==> src/rtl/cd_scsi_phase_ctrl_if.sv <==
// cd_scsi_phase_ctrl_if: host SCSI bus, command stream and drive data/status signals.
interface cd_scsi_phase_ctrl_if #(parameter int DATA_W = 8);
  logic              sel;
  logic              ack;
  logic [DATA_W-1:0] host_data;
  logic [DATA_W-1:0] bus_data;
  logic [7:0]        cd_status;
  logic [6:0]        phase;
  logic              cmd_wr;
  logic [DATA_W-1:0] cmd_wdata;
  logic              cmd_done;
  logic              dat_valid;
  logic [DATA_W-1:0] dat_data;
  logic              dat_last;
  logic              dat_ready;
  logic              status_valid;
  logic [DATA_W-1:0] status_code;
  modport slave (
    input  sel, ack, host_data, dat_valid, dat_data, dat_last, status_valid, status_code,
    output bus_data, cd_status, phase, cmd_wr, cmd_wdata, cmd_done, dat_ready
  );
  modport master (
    output sel, ack, host_data, dat_valid, dat_data, dat_last, status_valid, status_code,
    input  bus_data, cd_status, phase, cmd_wr, cmd_wdata, cmd_done, dat_ready
  );
endinterface

==> src/rtl/cd_scsi_phase_ctrl.sv <==
// cd_scsi_phase_ctrl: SCSI bus-phase sequencer with REQ/ACK handshake and data-in FIFO.
module cd_scsi_phase_ctrl #(
  parameter int                DATA_W        = 8,
  parameter int                FIFO_DEPTH    = 8,
  parameter int                CMD_LEN_OTHER = 10,
  parameter logic [DATA_W-1:0] MSG_BYTE      = '0
) (
  input logic                 clk,
  input logic                 reset,
  cd_scsi_phase_ctrl_if.slave bus
);
  localparam int AW = $clog2(FIFO_DEPTH);
  typedef enum logic [2:0] {S_FREE, S_CMD, S_EXEC, S_DIN, S_STAT, S_MSG} state_e;
  state_e            state_q, state_d;
  logic              req_q, req_d;
  logic [7:0]        cnt_q, cnt_d, len_q, len_d, first_len;
  logic [DATA_W-1:0] bus_q, bus_d, wdata_q, wdata_d, code_q, code_d;
  logic              wr_q, wr_d, done_q, done_d, stat_q, stat_d, last_q, last_d;
  logic [7:0]        cd_q, cd_d;
  logic [6:0]        phase_q, phase_d;
  logic [DATA_W-1:0] mem_q [FIFO_DEPTH];
  logic [AW-1:0]     wp_q, rp_q;
  logic [AW:0]       fcnt_q, fcnt_d;
  logic              ready_q, push, pop, xfer, busy;
  assign busy      = state_q == S_EXEC || state_q == S_DIN;
  assign push      = bus.dat_valid && ready_q && busy;
  assign xfer      = req_q && bus.ack;
  assign pop       = xfer && state_q == S_DIN;
  assign fcnt_d    = fcnt_q + (AW+1)'(push) - (AW+1)'(pop);
  assign first_len = bus.host_data[DATA_W-1:DATA_W-3] == 3'd0 ? 8'd6 :
                     bus.host_data[DATA_W-1:DATA_W-3] < 3'd3  ? 8'd10 : CMD_LEN_OTHER[7:0];
  always_comb begin
    state_d = state_q;
    req_d   = req_q;
    cnt_d   = cnt_q;
    len_d   = len_q;
    bus_d   = bus_q;
    wr_d    = 1'b0;
    wdata_d = wdata_q;
    done_d  = 1'b0;
    stat_d  = stat_q || (bus.status_valid && busy);
    code_d  = (bus.status_valid && busy) ? bus.status_code : code_q;
    last_d  = last_q || (push && bus.dat_last);
    case (state_q)
      S_FREE: if (bus.sel) begin
        state_d = S_CMD;
        req_d   = !bus.ack;
        cnt_d   = '0;
      end
      S_CMD: if (xfer) begin
        req_d   = 1'b0;
        wr_d    = 1'b1;
        wdata_d = bus.host_data;
        cnt_d   = cnt_q + 8'd1;
        len_d   = cnt_q == 8'd0 ? first_len : len_q;
        if (cnt_q + 8'd1 == len_d) begin
          done_d  = 1'b1;
          state_d = S_EXEC;
        end
      end else req_d = req_q || !bus.ack;
      S_EXEC: if (push) state_d = S_DIN;
      else if (bus.status_valid && fcnt_q == '0) begin
        state_d = S_STAT;
        bus_d   = bus.status_code;
      end
      S_DIN: if (xfer) req_d = 1'b0;
      else if (!req_q) begin
        req_d = !bus.ack && fcnt_q != '0;
        bus_d = mem_q[rp_q];
        // leave only once the drive is finished, the host has drained every byte and status is known
        if (fcnt_q == '0 && last_q && stat_q) begin
          state_d = S_STAT;
          bus_d   = code_q;
        end
      end
      S_STAT: if (xfer) begin
        req_d   = 1'b0;
        state_d = S_MSG;
        bus_d   = MSG_BYTE;
      end else req_d = req_q || !bus.ack;
      S_MSG: if (xfer) begin
        req_d   = 1'b0;
        state_d = S_FREE;
        cnt_d   = '0;
        stat_d  = 1'b0;
        last_d  = 1'b0;
      end else req_d = req_q || !bus.ack;
      default: state_d = S_FREE;
    endcase
    cd_d = (state_d == S_FREE ? 8'h00 : state_d == S_CMD ? 8'h90 : state_d == S_EXEC ? 8'h80 :
            state_d == S_DIN ? 8'h88 : state_d == S_STAT ? 8'h98 : 8'hB8) | {1'b0, req_d, 6'b0};
    phase_d = state_d == S_FREE ? 7'h00 : (state_d == S_CMD || state_d == S_EXEC) ? 7'h01 :
              state_d == S_DIN ? 7'h02 : state_d == S_STAT ? 7'h08 : 7'h10;
  end
  always_ff @(posedge clk) begin
    if (reset) begin
      state_q <= S_FREE;
      req_q   <= 1'b0;
      cnt_q   <= '0;
      len_q   <= '0;
      bus_q   <= '0;
      wr_q    <= 1'b0;
      wdata_q <= '0;
      done_q  <= 1'b0;
      stat_q  <= 1'b0;
      code_q  <= '0;
      last_q  <= 1'b0;
      cd_q    <= '0;
      phase_q <= '0;
      wp_q    <= '0;
      rp_q    <= '0;
      fcnt_q  <= '0;
      ready_q <= 1'b1;
    end else begin
      state_q <= state_d;
      req_q   <= req_d;
      cnt_q   <= cnt_d;
      len_q   <= len_d;
      bus_q   <= bus_d;
      wr_q    <= wr_d;
      wdata_q <= wdata_d;
      done_q  <= done_d;
      stat_q  <= stat_d;
      code_q  <= code_d;
      last_q  <= last_d;
      cd_q    <= cd_d;
      phase_q <= phase_d;
      wp_q    <= wp_q + AW'(push);
      rp_q    <= rp_q + AW'(pop);
      fcnt_q  <= fcnt_d;
      ready_q <= fcnt_d != (AW+1)'(FIFO_DEPTH);
    end
  end
  always_ff @(posedge clk) if (push) mem_q[wp_q] <= bus.dat_data;
  assign bus.bus_data  = bus_q;
  assign bus.cd_status = cd_q;
  assign bus.phase     = phase_q;
  assign bus.cmd_wr    = wr_q;
  assign bus.cmd_wdata = wdata_q;
  assign bus.cmd_done  = done_q;
  assign bus.dat_ready = ready_q;
endmodule

==> src/flat_wrapper.sv <==
// flat-port wrapper written by rule: the top's interface ports become plain ports
module cd_scsi_phase_ctrl_flat 
#(
  parameter int                DATA_W        = 8,
  parameter int                FIFO_DEPTH    = 8,
  parameter int                CMD_LEN_OTHER = 10,
  parameter logic [DATA_W-1:0] MSG_BYTE      = '0
)
  (clk, reset, bus_sel, bus_ack, bus_host_data, bus_dat_valid, bus_dat_data, bus_dat_last, bus_status_valid, bus_status_code, bus_bus_data, bus_cd_status, bus_phase, bus_cmd_wr, bus_cmd_wdata, bus_cmd_done, bus_dat_ready);
  cd_scsi_phase_ctrl_if #(.DATA_W(DATA_W)) bus_i ();
  input logic clk;
  input logic reset;
  input wire logic [$bits(bus_i.sel)-1:0] bus_sel;
  input wire logic [$bits(bus_i.ack)-1:0] bus_ack;
  input wire logic [$bits(bus_i.host_data)-1:0] bus_host_data;
  input wire logic [$bits(bus_i.dat_valid)-1:0] bus_dat_valid;
  input wire logic [$bits(bus_i.dat_data)-1:0] bus_dat_data;
  input wire logic [$bits(bus_i.dat_last)-1:0] bus_dat_last;
  input wire logic [$bits(bus_i.status_valid)-1:0] bus_status_valid;
  input wire logic [$bits(bus_i.status_code)-1:0] bus_status_code;
  output wire logic [$bits(bus_i.bus_data)-1:0] bus_bus_data;
  output wire logic [$bits(bus_i.cd_status)-1:0] bus_cd_status;
  output wire logic [$bits(bus_i.phase)-1:0] bus_phase;
  output wire logic [$bits(bus_i.cmd_wr)-1:0] bus_cmd_wr;
  output wire logic [$bits(bus_i.cmd_wdata)-1:0] bus_cmd_wdata;
  output wire logic [$bits(bus_i.cmd_done)-1:0] bus_cmd_done;
  output wire logic [$bits(bus_i.dat_ready)-1:0] bus_dat_ready;
  assign bus_i.sel = bus_sel;
  assign bus_i.ack = bus_ack;
  assign bus_i.host_data = bus_host_data;
  assign bus_i.dat_valid = bus_dat_valid;
  assign bus_i.dat_data = bus_dat_data;
  assign bus_i.dat_last = bus_dat_last;
  assign bus_i.status_valid = bus_status_valid;
  assign bus_i.status_code = bus_status_code;
  assign bus_bus_data = bus_i.bus_data;
  assign bus_cd_status = bus_i.cd_status;
  assign bus_phase = bus_i.phase;
  assign bus_cmd_wr = bus_i.cmd_wr;
  assign bus_cmd_wdata = bus_i.cmd_wdata;
  assign bus_cmd_done = bus_i.cmd_done;
  assign bus_dat_ready = bus_i.dat_ready;
  cd_scsi_phase_ctrl #(.DATA_W(DATA_W), .FIFO_DEPTH(FIFO_DEPTH), .CMD_LEN_OTHER(CMD_LEN_OTHER), .MSG_BYTE(MSG_BYTE)) u_core (.clk(clk), .reset(reset), .bus(bus_i));
endmodule
==> config.mk <==
export PLATFORM = sky130hd
export DESIGN_NAME = cd_scsi_phase_ctrl_flat
export DESIGN_NICKNAME = d
export VERILOG_FILES = /design/src/rtl/cd_scsi_phase_ctrl_if.sv /design/src/rtl/cd_scsi_phase_ctrl.sv /design/src/flat_wrapper.sv
export SDC_FILE = /design/constraint.sdc
export NUM_CORES = 1
export LEC_CHECK = 0
export ABC_CLOCK_PERIOD_IN_PS = 2200
export CORE_ASPECT_RATIO = 1.2
export CORE_UTILIZATION = 50
export CTS_CLUSTER_DIAMETER = 60
export CTS_CLUSTER_SIZE = 20
export DETAILED_ROUTE_END_ITERATION = 8
export PLACE_DENSITY = 0.75
export SLEW_MARGIN = 20
export SYNTH_ARGS = -nofsm -noshare
export SYNTH_HDL_FRONTEND = slang
export SYNTH_SLANG_ARGS = --single-unit
==> constraint.sdc <==
create_clock -name clk -period 2.2 [get_ports clk]
set_input_delay 0.22 -clock clk [delete_from_list [all_inputs] [get_ports clk]]
set_output_delay 0.22 -clock clk [all_outputs]
set_load 0.02 [all_outputs]
Yosys cells after proc, flatten, opt, wreduce, memory -nomap -nowiden

Memory sizes are Yosys's and may differ from the RTL's. A register that Yosys moved wholly into a read port is not among the register bits.
Index checks and enable logic that the tools add are counted.

$add $sub $neg: 5
Multiply operators: 0
Divide/modulo/power cells: 0
$lt $le $gt $ge: 0
Equality and inequality tests: 19
Shifts and indexed selects: 0
Multiplexer cells: 45
Bitwise logic cells: 3
Reduce and logical (&&, ||, !) cells: 33

Operators with widths:

| cell                | number |
|---|---|
| $mux 8              | 13 |
| $pmux 8 s3          | 2 |
| $mux 3              | 11 |
| $pmux 3 s6          | 1 |
| $mux 1              | 13 |
| $eq 3x2->1 const B  | 4 |
| $logic_and 1x1->1   | 10 |
| $ne 2x2->1 const B  | 5 |
| $eq 3x3->1 const B  | 3 |
| $logic_not 3->1     | 3 |
| $reduce_or 3->1     | 3 |
| $add 8x1->8 const B | 1 |
| $eq 8x8->1          | 1 |
| $logic_not 8->1     | 1 |
| $or 8x7->8          | 1 |
| $add 3x1->3         | 2 |
| $eq 3x1->1 const B  | 2 |
| $mux 6              | 1 |
| $ne 2x1->1 const B  | 3 |
| $reduce_and 6->1    | 1 |
| $reduce_bool 3->1   | 2 |
| $logic_or 1x1->1    | 5 |
| $mux 5              | 1 |
| $add 4x1->4         | 1 |
| other kinds (13)    | 15 |

Flip-flop bits (word level): 72
Latch bits: 0
Bits in writable memories: 64
Bits in read-only memories: 0
Bits of input ports: 31
Output and inout bits: 34
Word-level logic and storage cells: 125
Memories kept: 1

Memories:

| memory       | depth | width | rd ports | clocked after memory_dff | write ports | line                     | source |
|---|---|---|---|---|---|---|---|
| u_core.mem_q | 8     | 8     | 1        | 1                        | 1           | cd_scsi_phase_ctrl.sv:21 | `logic [DATA_W-1:0] mem_q [FIFO_DEPTH];` |

Logic depth before layout (Yosys ltp)

Gate-level depths: netlist (run 1).

Depth after elaboration: 14
Mapped depth: 12
Mapped depth without buffers: 12

Worst setup path before layout (run 1)

OpenSTA, ideal clock, no wires.

Path kind: reg2reg
Start point: reg u_core.state_q[1]
End point: reg u_core.ready_q (netlist: u_core.bus.dat_ready)
Library setup time: 0.129 ns
Arrival time: 2.246 ns
Data required time: 2.071 ns
Slack: -0.175 ns
Cell stages (with the launch flop): 12
Path buffers: 0
Period minus slack after synthesis: 2.375 ns
Path through: dfxtp_1 > inv_1 > nor2_1 > nand2_1 > nor2_1 > ha_1 > inv_1 > ha_1 > inv_1 > fa_1 > xor2_1 > nand4b_1

Longest elaborated chain between the ends: 6
Elaborated cells on any way between the ends: 8
Classes of those cells: add/sub: 2; eq/ne: 3; reduce/logical: 3

Ends and longest elaborated chain:

| what                          | line                                               | source |
|---|---|---|
| from (decl)                   | cd_scsi_phase_ctrl.sv:14                           | `state_e state_q, state_d;` |
| from (signal assigned)        | cd_scsi_phase_ctrl.sv:115                          | `state_q <= state_d;` |
| $eq 3x2->1 (on tied branches) | cd_scsi_phase_ctrl.sv:25, cd_scsi_phase_ctrl.sv:28 |  |
| $logic_or 1x1->1              | cd_scsi_phase_ctrl.sv:25                           | `assign busy = state_q == S_EXEC \|\| state_q == S_DIN;` |
| $logic_and 1x1->1             | cd_scsi_phase_ctrl.sv:26                           | `assign push = bus.dat_valid && ready_q && busy;` |
| $add 4x1->4                   | cd_scsi_phase_ctrl.sv:29                           | `assign fcnt_d = fcnt_q + (AW+1)'(push) - (AW+1)'(pop);` |
| $sub 4x1->4 (*)               | cd_scsi_phase_ctrl.sv:29                           |  |
| $ne 4x4->1 (*)                | cd_scsi_phase_ctrl.sv:131                          | `ready_q <= fcnt_d != (AW+1)'(FIFO_DEPTH);` |
| to (signal assigned)          | cd_scsi_phase_ctrl.sv:131                          |  |
| to (decl)                     | cd_scsi_phase_ctrl.sv:24                           | `logic ready_q, push, pop, xfer, busy;` |

Every way passes the cells marked *; elsewhere a longest branch is shown, timed or not.
A chain may end at the register's enable or synchronous reset.

Worst setup path in the final report (run 1)

Start point: reg u_core.cnt_q[0]
End point: reg u_core.cd_q[4] (netlist: u_core.bus.cd_status[4])

Longest elaborated chain between the ends: 12
Elaborated cells on any way between the ends: 16
Classes of those cells: add/sub: 1; eq/ne: 4; mux: 8; bitwise: 1; reduce/logical: 2

Ends and longest elaborated chain:

| what                                                | line                      | source |
|---|---|---|
| from (decl)                                         | cd_scsi_phase_ctrl.sv:16  | `logic [7:0] cnt_q, cnt_d, len_q, len_d, first_len;` |
| from (signal assigned)                              | cd_scsi_phase_ctrl.sv:117 | `cnt_q <= cnt_d;` |
| branches (longest 2 deep; another with $add 8x1->8) | n/a                       |  |
| $eq 8x8->1 (*)                                      | cd_scsi_phase_ctrl.sv:56  | `if (cnt_q + 8'd1 == len_d) begin` |
| $mux 3 (*)                                          | cd_scsi_phase_ctrl.sv:56  |  |
| $mux 3 (*)                                          | cd_scsi_phase_ctrl.sv:50  | `S_CMD: if (xfer) begin` |
| $pmux 3 s6 (*)                                      | cd_scsi_phase_ctrl.sv:44  | `case (state_q)` |
| $eq 3x2->1                                          | cd_scsi_phase_ctrl.sv:91  | `state_d == S_DIN ? 8'h88 : state_d == S_STAT ? 8'h98 : 8'hB8) \| {1'b0, req_d, 6'b0};` |
| $mux 8                                              | cd_scsi_phase_ctrl.sv:91  |  |
| $mux 8 (2 in a row)                                 | cd_scsi_phase_ctrl.sv:90  | `cd_d = (state_d == S_FREE ? 8'h00 : state_d == S_CMD ? 8'h90 : state_d == S_EXEC ? 8'h80 :` |
| $mux 8 (*)                                          | cd_scsi_phase_ctrl.sv:90  |  |
| $or 8x7->8 (*)                                      | cd_scsi_phase_ctrl.sv:91  |  |
| to (signal assigned)                                | cd_scsi_phase_ctrl.sv:108 | `cd_q <= '0;` |
| to (signal assigned)                                | cd_scsi_phase_ctrl.sv:126 | `cd_q <= cd_d;` |
| to (decl)                                           | cd_scsi_phase_ctrl.sv:19  | `logic [7:0] cd_q, cd_d;` |

Every way passes the cells marked *.

==> metrics, run 1 <==
Finished Cell Area=a little over 7000 sq um; DRT Pass-1 Iters=5; Routed WL=12.04 mm; Synth area leaders=edfxtp_1 34%, dfxtp_1 24%, mux4_2 6.4%; DP Worst Slack=-0.1474 ns; routed vias/inst=5.582; clock latency on the worst-skew pair=0.41 ns; setup TNS=0 ns; Post-Synth XOR/XNOR Area=1.562%; placed inst area=roughly 6500 sq um; GP Congestion=around 0.88; P_leak=between 2 and 2.5 nW; status=complete, no violations; GRT met1 Usage=23.68%; Design Power=5.481 mW; Clock Path Buffers=2; setup bufs post-CTS=0; Power Density=768.6 nW/um^2; GR Util All Layers=around 22%; fin. max-slew vios=0; VDD IR max=about 600 uV; CTS root buffer=clkbuf_16; crit path kind=flop to flop; Primary FF master, synth=dfxtp_1; hold depth=2; first-pass GRT wire length=19.46 mm; mux cell area share after synthesis=roughly 7.9%; #FFs+latches synth=130; Die ar.=roughly 12000 sq um; slew margin rel.=a little over half; MaxCap Viol Count=0; Ant. Diodes=0; antenna-violating nets left=0; number of global-route vias before repair=slightly above 4000; post-DP HPWL=roughly 8.3 mm; GRT Max-Usage Layer=met2; die width=slightly below 100 um; Post-synth ARST share=0%; Worst EP arrival=approximately 2.4 ns; period utilization=~97%; register area share after synthesis=between 50% and 60%; Die Y=roughly 120 um; number of synthesized flops with an enable pin=64; CTS Sinks=130; antenna violations before repair=0; share of the synthesized area in the top cell type=approximately a third; proportion of layout cells with a drive suffix above 1=approximately 18%; Syn Area/Cell=around 11 sq um; Ports=65; Hold WC Path Type=input pin to flop; largest net degree at the start of global routing=37; CTS tree=yes; H-tree depth=4; Post-Synth Adder-Cell Area=approximately 2.8%; final setup vio count=0; Fillers=841; starting DRC count in detailed routing=201; Setup Skew=0.01079 ns; post-route minimum period=2.141 ns; CTS Buf Count=17; worst setup margin=around 0.059 ns; final hold vios=0; unrepaired setup endpoints after global routing=yes; Max FO, Critical Path=5; routed wire length per instance=around 17 um; Area Growth Syn to Fin=27.15%; Gate Count Post-Synth=491; simple-gate share of the synthesized area=roughly 15%; initial core utilization=51.06%; port bufs=58; Synthesis Warnings=0; commonest cells in the synthesized netlist=66 x dfxtp_1, 64 x edfxtp_1, 57 x nor2_1; Row Count=42; combinational family with the most area after synthesis=simple AND/OR/NAND/NOR gates; Final Net Count=625; Yosys top cell by area=edfxtp_1; Worst-path clk slew=roughly 0.060 ns; startpoint types=flop; Synth Area in Compound Gates=between 10% and 20%; required time of the critical path=around 2.5 ns; DR vias=between 4000 and 5000; Hold Buf Count CTS=0; Tightest Pin Transition=0.6985 ns; core box area=~11000 sq um; synth unique cells=53; CP Capture Type=flop; routing usage on met3=~5.6%; R2R depth=8; mapped cell area=approximately 5600 sq um; grt met2 use=around 40%; Max Freq=467.1 MHz; grt ovf=0; DRC violations left=0; count leader, synth=dfxtp_1
==> placed cells by master, fill, tap and decap left out, types with 17 or more instances in the layout <==
cell type        count
nor2_1              54
buf_4               38
edfxtp_1            64
clkbuf_16           17
a21oi_1             39
clkdlybuf4s50_1     57
nand2_1             46
nand3_1             18
a211oi_1            18
dfxtp_1             65
==> worst max-delay path, stage by stage (launching register included) <==
cell and delay, ns:
dfxtp_2 0.37, inv_1 0.05, ha_1 0.20, nor4b_4 0.14, a21o_2 0.24, a21o_1 0.20
a2111oi_4 0.39, nand4bb_2 0.19, o211a_1 0.24
==> sequential cells by signal (all words and copies together), names as in the netlist, named ones only <==
signal / flops
u_core.bus.bus_data: 8
u_core.bus.cd_status: 4
u_core.bus.cmd_done: 1
u_core.bus.cmd_wdata: 8
u_core.bus.cmd_wr: 1
u_core.bus.dat_ready: 1
u_core.bus.phase: 3
u_core.cnt_q: 8
u_core.code_q: 8
u_core.fcnt_q: 4
u_core.last_q: 1
u_core.len_q: 8
u_core.mem_q: 64
u_core.rp_q: 3
u_core.stat_q: 1
u_core.state_q: 3
u_core.wp_q: 3
==> where the power goes <==
group	total, mW	internal [mW]	switching [mW]
Combinational	0.236	0.111	0.125
Clock	2.69	1.59	1.10
Sequential	2.56	2.55	0.00696
Total	5.48	4.25	1.23
==> metal layers <==
metal  routed length (um)  vias up
met3                  536       30
met5                    0        -
li1                     -     1953
met1                 4671     1945
met2                 6553      130
met4                  278        0
==> timing repair <==
action | in CTS | in global routing
setup endpoints to repair | 1 | 4
resized for setup | 1 | 5
pin swaps | 0 | 2
==> metrics by stage <==
stage,hold WS [ns],util [%],instances
finish,0.2223,64.92,727
detailed placement,0.4478,59.50,695
floorplan,0.3189,-,496
CTS,0.2017,64.70,727
global route,0.2246,64.92,727
global placement,0.4410,59.50,695
==> final cells by class <==
type	count	area, sq um	share of cell area, %
sequential	130	3244	45.50
clock buffer	18	429.2	6.019
multi-input combinational	320	2195	30.78
clock inverter	14	140.1	1.965
inverter	15	56.30	0.7896
tap	132	165.2	2.316
timing repair buffer	98	900.9	12.63
==> worst paths after layout <==
path	start	to	slack, ns
worst max register to register	u_core.cnt_q[0]$_SDFFE_PP0P_	u_core.bus.cd_status[4]$_SDFF_PP0_	0.06
worst min register to register	u_core.bus.cmd_wdata[3]$_SDFFE_PP0P_	u_core.bus.cmd_wdata[3]$_SDFFE_PP0P_	0.45
worst min-delay path	reset	u_core.len_q[2]$_SDFFE_PP0P_	0.22
worst max-delay path	u_core.cnt_q[0]$_SDFFE_PP0P_	u_core.bus.cd_status[4]$_SDFF_PP0_	0.06
==> kinds of logic (layout without fill, tap and decap cells) <==
kind of cell	Yosys count	in the layout
and+or+nand+nor	179	179
DFF	130	130
AOI/OAI and AO/OA	89	89
buffers and inverters	46	145
muxes	24	24
adders and majority gates	12	12
xor gates and xnor gates	10	10
other	1	6
Power figures use the tool's default switching activity.
==> run 2: changes to the inputs <==
--- a/config.mk
+++ b/config.mk
@@ -11,6 +11,7 @@
 export CTS_CLUSTER_DIAMETER = 60
 export CTS_CLUSTER_SIZE = 20
 export DETAILED_ROUTE_END_ITERATION = 8
+export MAX_ROUTING_LAYER = met4
 export PLACE_DENSITY = 0.75
 export SLEW_MARGIN = 20
 export SYNTH_ARGS = -nofsm -noshare
==> metrics, run 2 (same netlist as run 1, synthesis figures left out) <==
status=complete, no violations; Setup Skew=0.007059 ns; Max FO, Critical Path=5; grt ovf=0; register area=between 3000 and 4000 sq um; port bufs=58; CTS root buffer=clkbuf_16; post-route minimum period=about 2.1 ns; Hold Buf Count CTS=0; Sw Pwr=~1.2 mW; Largest register FFs=64; DRC violations left=0; crit path kind=flop to flop; Ports=65; VDD IR max=between 600 and 700 uV; antenna-violating nets left=0; Die ar.=between 10000 and 15000 sq um; GP Congestion=0.8916; Area Growth Syn to Fin=27.26%; number of global-route vias before repair=between 4000 and 5000; placed inst area=~6500 sq um; Tightest Pin Transition=0.7059 ns; most frequent cells in the layout=65 x dfxtp_1, 64 x edfxtp_1, 57 x clkdlybuf4s50_1, 54 x nor2_1, 46 x nand2_1; Finished Cell Area=between 7000 and 8000 sq um; clock latency on the worst-skew pair=~0.41 ns; startpoint types=flop; period utilization=between 90% and 100%; FF-to-FF End=u_core.bus.cd_status[4]$_SDFF_PP0_; P_leak=between 2 and 2.5 nW; flop2flop setup slack=0.06 ns; clock power share=around half; Core Util, Final=between 60% and 70%; GR Util All Layers=22.81%; Top reg by flops=u_core.mem_q; routed wire length per instance=16.53 um; initial core utilization=approximately half; post-DP HPWL=between 8 and 9 mm; Hold WC Path Type=input pin to flop; Internal=4.246 mW; H-tree depth=4; Gate power share=between 4 and 5%; Final Net Count=about 630; required time of the critical path=between 2 and 3 ns; Hold Path Origin=reset; Fillers=840; routed vias/inst=roughly 5.6; slew margin rel.=52.94%; CTS Buf Count=17; R2R depth=8; CTS tree=yes; Worst EP arrival=between 2 and 2.5 ns; largest net degree at the start of global routing=37; FF-to-FF Start=u_core.cnt_q[0]$_SDFFE_PP0P_; Max Freq=467.5 MHz; hold depth=2; Ant. Diodes=0; first-pass GRT wire length=between 15 and 20 mm; core box area=around 11000 sq um; MaxCap Viol Count=0; non-filler cells, final=approximately 730; most common cell after layout, fill and taps aside=dfxtp_1; Worst-path clk slew=0.06 ns; DR vias=between 4000 and 5000; Row Count=between 40 and 50; die width=around 100 um; Clock Path Buffers=2; CTS Sinks=between 100 and 150; Design Power=roughly 5.5 mW; switching share of power=between 20% and 30%; post-placement cell count=between 600 and 700; final setup vio count=0; proportion of layout cells with a drive suffix above 1=approximately 18%; starting DRC count in detailed routing=209; antenna violations before repair=0; multi-input logic area=roughly 2200 sq um; fin. max-slew vios=0; Die Y=between 100 and 150 um; Routed WL=between 10 and 15 mm; Worst Hold Path EP=u_core.len_q[2]$_SDFFE_PP0P_; CP Capture Type=flop; Power Density=~770 nW/um^2; final hold vios=0; DRT Pass-1 Iters=6; unrepaired setup endpoints after global routing=yes; sequential share of power=roughly 47%
[run 2: metrics by stage]
stage	hold slack [ns]	TNS (ns)	setup WS, ns
CTS	0.2017	0	0.05512
floorplan	0.3189	0	0.03919
global route	0.2275	-0.02296	-0.02086
detailed placement	0.4478	-0.2953	-0.1474
global placement	0.4410	-0.1444	-0.09811
finish	0.2200	0	0.06075
[run 2: worst max-delay path: stages, from the launching register on]
cell and delay [ns]:
dfxtp_2 0.37, inv_1 0.05, ha_1 0.19, nor4b_4 0.14
a21o_2 0.24, a21o_1 0.20, a2111oi_4 0.39, nand4bb_2 0.19
o211a_1 0.24
[run 2: power groups by stage]
stage,logic (mW),clock network [mW],registers [mW]
after detailed placement,0.232,0,2.61
final,0.236,2.69,2.56
after global routing,0.254,2.84,2.56
after global placement,0.228,0,2.61
after CTS,0.234,2.75,2.55
after floorplan,0.102,0,2.62
[run 2: worst max-delay path by stage]
| stage | startpoint | to | slack [ns] | cells after the start |
|---|---|---|---|---|
| 6_report | u_core.cnt_q[0]$_SDFFE_PP0P_ | u_core.bus.cd_status[4]$_SDFF_PP0_ | 0.06 | 8 |
| 5_1_grt | u_core.cnt_q[0]$_SDFFE_PP0P_ | u_core.bus.cd_status[4]$_SDFF_PP0_ | -0.02 | 8 |
| 4_1_cts | u_core.cnt_q[0]$_SDFFE_PP0P_ | u_core.bus.cd_status[4]$_SDFF_PP0_ | 0.06 | 8 |
| 3_5_place_dp | bus_ack | u_core.bus.dat_ready$_SDFF_PP1_ | -0.15 | 10 |
| 3_3_place_gp | bus_ack | u_core.bus.dat_ready$_SDFF_PP1_ | -0.1 | 10 |
| 2_1_floorplan | u_core.state_q[1]$_SDFF_PP0_ | u_core.bus.dat_ready$_SDFF_PP1_ | 0.04 | 11 |
[run 2: timing repair]
| item | CTS | global route |
|---|---|---|
| cloned | 0 | 0 |
| gates resized for setup | 1 | 6 |
| setup endpoints to repair | 1 | 5 |
| setup buffers | 0 | 0 |
| pin swaps | 0 | 2 |
| endpoints found under the hold margin | 0 | 0 |
[run 2: layer usage]
metal / track usage [%] / share of wire [%] / wire length (um) / vias to the layer above
li1: - / - / - / 1959
met1: 23.88 / 39 / 4653 / 1968
met2: 40.36 / 55 / 6589 / 119
met3: 5.107 / 4.0 / 478 / 31
met4: 10.91 / 2.5 / 297 / 0
met5: - / 0 / 0 / -
[run 2: area by class of cell]
type,count,area share [%]
sequential,130,45.46
multi-input combinational,320,30.84
timing repair buffer,98,12.62
clock buffer,18,6.013
tap,132,2.314
clock inverter,14,1.964
inverter,15,0.7889
